`src/rtl/seg7_pkg.sv`:
```
// seg7_pkg: glyph codes, active-low segment patterns and FSM states
// shared by the 7-segment message driver and its glyph decoder.
package seg7_pkg;

    localparam logic [4:0] G_P     = 5'd10;
    localparam logic [4:0] G_A     = 5'd11;
    localparam logic [4:0] G_S     = 5'd12;
    localparam logic [4:0] G_E     = 5'd13;
    localparam logic [4:0] G_DASH  = 5'd14;
    localparam logic [4:0] G_BLANK = 5'd15;

    // Segment order {g,f,e,d,c,b,a}, 0 = lit.
    localparam logic [6:0] SEG_0     = 7'b1000000;
    localparam logic [6:0] SEG_1     = 7'b1111001;
    localparam logic [6:0] SEG_2     = 7'b0100100;
    localparam logic [6:0] SEG_3     = 7'b0110000;
    localparam logic [6:0] SEG_4     = 7'b0011001;
    localparam logic [6:0] SEG_5     = 7'b0010010;
    localparam logic [6:0] SEG_6     = 7'b0000010;
    localparam logic [6:0] SEG_7     = 7'b1111000;
    localparam logic [6:0] SEG_8     = 7'b0000000;
    localparam logic [6:0] SEG_9     = 7'b0010000;
    localparam logic [6:0] SEG_P     = 7'b0001100;
    localparam logic [6:0] SEG_A     = 7'b0001000;
    localparam logic [6:0] SEG_S     = 7'b0010010;
    localparam logic [6:0] SEG_E     = 7'b0000110;
    localparam logic [6:0] SEG_DASH  = 7'b0111111;
    localparam logic [6:0] SEG_BLANK = 7'b1111111;
    localparam logic [6:0] SEG_BAD   = 7'b0011000;

    typedef enum logic [1:0] {
        ST_STATIC = 2'd0,
        ST_SCROLL = 2'd1,
        ST_PAUSE  = 2'd2
    } state_t;

endpackage

```
`src/rtl/seg7_glyph_decode.sv`:
```
// seg7_glyph_decode: 5-bit glyph code to 7-bit active-low segments.
// Ports: code (glyph code in), seg ({g,f,e,d,c,b,a} out, 0 = lit).
module seg7_glyph_decode
    import seg7_pkg::*;
(
    input  logic [4:0] code,
    output logic [6:0] seg
);

    always_comb begin
        seg = SEG_BAD;
        case (code)
            5'd0:    seg = SEG_0;
            5'd1:    seg = SEG_1;
            5'd2:    seg = SEG_2;
            5'd3:    seg = SEG_3;
            5'd4:    seg = SEG_4;
            5'd5:    seg = SEG_5;
            5'd6:    seg = SEG_6;
            5'd7:    seg = SEG_7;
            5'd8:    seg = SEG_8;
            5'd9:    seg = SEG_9;
            G_P:     seg = SEG_P;
            G_A:     seg = SEG_A;
            G_S:     seg = SEG_S;
            G_E:     seg = SEG_E;
            G_DASH:  seg = SEG_DASH;
            G_BLANK: seg = SEG_BLANK;
            default: seg = SEG_BAD;
        endcase
    end

endmodule

```
`src/rtl/seg7_msg_display.sv`:
```
// seg7_msg_display: glyph message buffer shown as an N_DIGITS window
// on active-low 7-segment outputs, with static, scroll/pause and blink.
// Ports: clk, rst (sync, high); wr_en/wr_addr/wr_code buffer write;
// scroll_en, hold, scroll_len scroll control; blink_mask per digit;
// hex registered segments (digit 0 rightmost); scroll_wrap pulse.
module seg7_msg_display
    import seg7_pkg::*;
#(
    parameter int N_DIGITS  = 6,
    parameter int MSG_LEN   = 16,
    parameter int CLK_HZ    = 50_000_000,
    parameter int BLINK_HZ  = 2,
    parameter int SCROLL_HZ = 4,
    localparam int AW = (MSG_LEN > 1) ? $clog2(MSG_LEN) : 1
) (
    input  logic                  clk,
    input  logic                  rst,
    input  logic                  wr_en,
    input  logic [AW-1:0]         wr_addr,
    input  logic [4:0]            wr_code,
    input  logic                  scroll_en,
    input  logic                  hold,
    input  logic [AW:0]           scroll_len,
    input  logic [N_DIGITS-1:0]   blink_mask,
    output logic [7*N_DIGITS-1:0] hex,
    output logic                  scroll_wrap
);

    localparam int LW         = AW + 1;
    localparam int BLINK_DIV  = CLK_HZ / (2 * BLINK_HZ);
    localparam int SCROLL_DIV = CLK_HZ / SCROLL_HZ;
    localparam int BW = (BLINK_DIV > 1) ? $clog2(BLINK_DIV) : 1;
    localparam int SW = (SCROLL_DIV > 1) ? $clog2(SCROLL_DIV) : 1;

    localparam logic [BW-1:0] BLINK_TOP  = BW'(BLINK_DIV - 1);
    localparam logic [SW-1:0] SCROLL_TOP = SW'(SCROLL_DIV - 1);
    localparam logic [LW-1:0] LEN_MIN    = LW'(N_DIGITS);
    localparam logic [LW-1:0] LEN_MAX    = LW'(MSG_LEN);

    logic [4:0]            msg_q [MSG_LEN];
    state_t                state_q, state_d;
    logic [AW-1:0]         offset_q, offset_d;
    logic [SW-1:0]         spre_q, spre_d;
    logic [BW-1:0]         bpre_q;
    logic                  blink_q;
    logic                  advance;
    logic                  wrap_d;
    logic [LW-1:0]         eff_len;
    logic [7*N_DIGITS-1:0] hex_d;

    always_comb begin
        eff_len = scroll_len;
        if (scroll_len < LEN_MIN) begin
            eff_len = LEN_MIN;
        end else if (scroll_len > LEN_MAX) begin
            eff_len = LEN_MAX;
        end
    end

    always_ff @(posedge clk) begin
        if (rst) begin
            for (int j = 0; j < MSG_LEN; j++) begin
                msg_q[j] <= G_BLANK;
            end
        end else if (wr_en && (LW'(wr_addr) < LEN_MAX)) begin
            msg_q[wr_addr] <= wr_code;
        end
    end

    always_comb begin
        state_d = state_q;
        unique case (state_q)
            ST_STATIC: begin
                if (scroll_en) state_d = ST_SCROLL;
            end
            ST_SCROLL: begin
                if (!scroll_en) state_d = ST_STATIC;
                else if (hold)  state_d = ST_PAUSE;
            end
            ST_PAUSE: begin
                if (!scroll_en) state_d = ST_STATIC;
                else if (!hold) state_d = ST_SCROLL;
            end
            default: state_d = ST_STATIC;
        endcase
    end

    // The prescaler only counts on edges that stay in SCROLL, so a
    // hold or exit sampled on an edge freezes/clears that same edge.
    always_comb begin
        offset_d = offset_q;
        spre_d   = spre_q;
        advance  = 1'b0;
        wrap_d   = 1'b0;
        if (state_d == ST_STATIC) begin
            offset_d = '0;
            spre_d   = '0;
        end else begin
            if (state_q == ST_SCROLL && state_d == ST_SCROLL) begin
                if (spre_q == SCROLL_TOP) begin
                    spre_d  = '0;
                    advance = 1'b1;
                end else begin
                    spre_d = spre_q + SW'(1);
                end
            end
            // A shrunk length snaps the window home without a wrap.
            if (LW'(offset_q) >= eff_len) begin
                offset_d = '0;
            end else if (advance) begin
                if (LW'(offset_q) == eff_len - LW'(1)) begin
                    offset_d = '0;
                    wrap_d   = 1'b1;
                end else begin
                    offset_d = offset_q + AW'(1);
                end
            end
        end
    end

    for (genvar i = 0; i < N_DIGITS; i++) begin : g_digit
        localparam logic [LW-1:0] K = LW'(N_DIGITS - 1 - i);
        logic [LW-1:0] sum;
        logic [LW-1:0] idx;
        logic [6:0]    seg;

        // offset and k are both below eff_len, so one subtract wraps.
        assign sum = LW'(offset_q) + K;
        assign idx = (sum >= eff_len) ? sum - eff_len : sum;

        seg7_glyph_decode u_dec (
            .code (msg_q[idx[AW-1:0]]),
            .seg  (seg)
        );

        assign hex_d[7*i +: 7] =
            (blink_q && blink_mask[i]) ? SEG_BLANK : seg;
    end

    always_ff @(posedge clk) begin
        if (rst) begin
            state_q     <= ST_STATIC;
            offset_q    <= '0;
            spre_q      <= '0;
            bpre_q      <= '0;
            blink_q     <= 1'b0;
            hex         <= '1;
            scroll_wrap <= 1'b0;
        end else begin
            state_q     <= state_d;
            offset_q    <= offset_d;
            spre_q      <= spre_d;
            hex         <= hex_d;
            scroll_wrap <= wrap_d;
            if (bpre_q == BLINK_TOP) begin
                bpre_q  <= '0;
                blink_q <= ~blink_q;
            end else begin
                bpre_q <= bpre_q + BW'(1);
            end
        end
    end

endmodule

```
`config.mk`:
```
export PLATFORM = sky130hd
export DESIGN_NAME = seg7_msg_display
export DESIGN_NICKNAME = d
export VERILOG_FILES = /design/src/rtl/seg7_pkg.sv /design/src/rtl/seg7_glyph_decode.sv /design/src/rtl/seg7_msg_display.sv
export SDC_FILE = /design/constraint.sdc
export NUM_CORES = 1
export LEC_CHECK = 0
export CAP_MARGIN = 0
export CORE_ASPECT_RATIO = 1.5
export CORE_MARGIN = 2
export CORE_UTILIZATION = 40
export DETAILED_ROUTE_END_ITERATION = 10
export HOLD_SLACK_MARGIN = 0.08
export SYNTH_ARGS = -nofsm -noshare
export SYNTH_HDL_FRONTEND = slang
export SYNTH_HIERARCHICAL = 1
export SYNTH_SLANG_ARGS = --single-unit
```
`constraint.sdc`:
```
create_clock -name clk -period 6.9 [get_ports clk]
set_clock_uncertainty 0.15 [all_clocks]
set_input_delay 0.69 -clock clk [delete_from_list [all_inputs] [get_ports clk]]
set_output_delay 0.69 -clock clk [all_outputs]
set_load 0.01 [all_outputs]
```
==> results.ini <==
[drt]
drc = 0
post_drt_wl_per_cell_um = 21.6
via_count = 11500
drt_iter0_drc = 897
routed_wl_um = 42200
ant_nets = 0
dr.pass1.iters = 10
via_per_inst = 5.88

[clock_network]
cts_setup_buffers = 0
post_cts_resized = 0
hold_buffers = 0
root_buffer = clkbuf_16
cts_sinks = 178
cts_buffers = 17
insertion_delay_ps = 460
htreeDepth = 4
cts_tree = yes
clk_pin_slew_ps = 70
cts_buffer_depth = 2

[run]
cap_violations = 0

[sta]
timing.final.crit_period_ps = 5780
max_freq_ghz = 0.173
finalMaxSlewViolations = 0
setup_viol = 0
setup_tns_ps = 0
final_hold_viol_count = 0
finalCritPeriodShare_pct = 83.7
rsz0062_at_grt = false
worst_pin_slew_ps = 1200
slew_headroom_pct = 18.9
hold_ws_ps = 311

[power]
power.density_mw_per_mm2 = 198
ir_drop_uv = 162
p_leak_nw = 6.11

[synthesis]
yosysWarnings = 6
syn_nets = 1579
ys.flop_type = dfxtp_1
synth_cell_types = 72
async_flop_share_pct = 0
synth_edf_count = 80
ys_ff_latch = 178
syn_inst = 1480
syn_area_mm2 = 0.0139
avgSynthCellArea_um2 = 9.36
synth-seq-area-share_pct = 31.5

[min_path]
hp-start = bpre_q[0]$_SDFF_PP0_
holdCritPathClass = reg -> reg

[placed_design]
hpwl_um = 31500
gp_congestion = 0.929
portBuffers = 67

[critical_path]
path_cells = clkdlybuf4s50_1 > inv_1 > o21ai_0 > ha_1 > a211o_1 > a21oi_1 > o21ai_1 > mux2_2 > buf_12 > mux2i_1 > mux2i_1 > mux2i_1 > mux2i_1 > inv_1 > ha_1 > nor2_1 > a21oi_1 > a211o_1 > nand2b_1
max_stage_delay_ps = 940
end_kind = flop
reg2reg_from = offset_q[0]$_SDFFE_PP0P_
cp-startpoint = scroll_len[3]
cpMostUsedCell = mux2i_1
crit_type = in -> reg
worstPathMaxFanout = 40
worst_setup_path_start_kind = input port
critical_path_arrival_ps = 5960
critPathSlowestCell = o21ai_0
crit_required_ps = 7090

[layout]
seq_area_mm2 = 0.00436
drive_gt1_share_pct = 11.1
multiInputGateArea_mm2 = 0.00894
layout.nets = 1612
fill_cells = 3267
area_growth_pct = 12.4
mostFrequentLayoutCells = mux2i_1 (184), nor2_1 (122), nand2_1 (116), dfxtp_1 (98), nand2b_1 (86)
antenna-diode-count = 0
final_common_cell = mux2i_1

[die]
row_count = 83
die_x_um = 156
ios = 68
fp.dieH_um = 232
dieArea_mm2 = 0.0362
core_mm2 = 0.0342
start_util_pct = 40.6

[global_routing]
met1_usage_pct = 26.6
top_usage_layer = met2
grt_max_degree = 41
gr-usage-all-layers_pct = 23.4
first_global_vias = 11200
grt_overflow = 0
grt_pass1_wl_um = 64400
antenna_found_initial = 1
use_met3_pct = 3.70
met2_usage_pct = 41.3

[run_status]
status = finished clean

## worst max-delay path, delay by kind of cell
family	cells	cell delay, ps
compound gates	6	2080
fa+ha+maj	2	660
buf+inv	4	1100
mux	5	1140
simple gates	2	280
## area by class of cell
class / count / area share, %
inverter: 41 / 0.988
sequential: 178 / 28.0
clock buffer: 17 / 2.73
clock inverter: 15 / 1.31
timing repair buffer: 97 / 6.08
multi-input combinational: 1178 / 57.4
tap: 425 / 3.42
## worst paths after layout
check / slack [ps] / cells past startpoint / to
max reg2reg: 1410 / 17 / hex[4]$_SDFF_PP1_
max: 1120 / 19 / hex[25]$_SDFF_PP1_
min reg2reg: 310 / 1 / bpre_q[0]$_SDFF_PP0_
min: 310 / 1 / bpre_q[0]$_SDFF_PP0_
## stage by stage
| stage | power, mW | instance area, µm² | instances | utilization, % | setup slack (ps) |
|---|---|---|---|---|---|
| after floorplan | 1.81 | 13900 | 1480 | - | 1980 |
| after global placement | 2.08 | 14900 | 1919 | 43.7 | 782 |
| after detailed placement | 2.09 | 14900 | 1919 | 43.7 | 714 |
| after CTS | 3.10 | 15600 | 1951 | 45.6 | 1150 |
| after global routing | 3.22 | 15600 | 1951 | 45.6 | 635 |
| final | 3.08 | 15600 | 1951 | 45.6 | 1120 |
## cells in the mapped netlist, drive strengths merged, types with 23 or more instances
library cell	instances	area [µm²]
mux2	54	616
o21ai	23	119
buf	49	324
nor2	123	464
dfxtp	98	1960
edfxtp	80	2400
mux2i	188	1880
clkbuf	34	129
ha	70	876
nand4	28	175
nand2	116	435
or2	51	329
nand2b	86	538
xor2	34	298
nand3	42	210
or3	25	156
nor3	23	126
inv	41	154
a21oi	77	393
xnor2	27	236
## cell families after synthesis
| group | after synthesis | synth area share, % |
|---|---|---|
| XOR/XNOR | 61 | 3.86 |
| adder cells (fa/ha/maj) | 75 | 6.97 |
| AND/OR/NAND/NOR | 553 | 20.6 |
| flip-flops | 178 | 31.5 |
| multiplexers | 262 | 21.3 |
| buffers and inverters | 124 | 4.38 |
| AO/OA/AOI/OAI | 227 | 11.4 |
## flip-flops by register name (all words and copies together) (netlist names)
name	count
bpre_q	24
scroll_wrap	1
offset_q	4
hex	42
msg_q	80
spre_q	24
state_q	2
blink_q	1
## report_power, final
| part | internal (mW) | switching, mW | total [mW] |
|---|---|---|---|
| sequential | 1.17 | 0.0800 | 1.25 |
| combinational | 0.373 | 0.450 | 0.823 |
| clock | 0.501 | 0.508 | 1.01 |
## routing by layer
layer / vias up / share of wire (%) / routed length, µm
li1: 5461 / - / -
met1: 5526 / 39 / 16600
met2: 365 / 50 / 21300
met3: 115 / 4.6 / 1940
met4: 0 / 5.7 / 2400
met5: - / 0 / 0
Power figures use the tool's default switching activity.
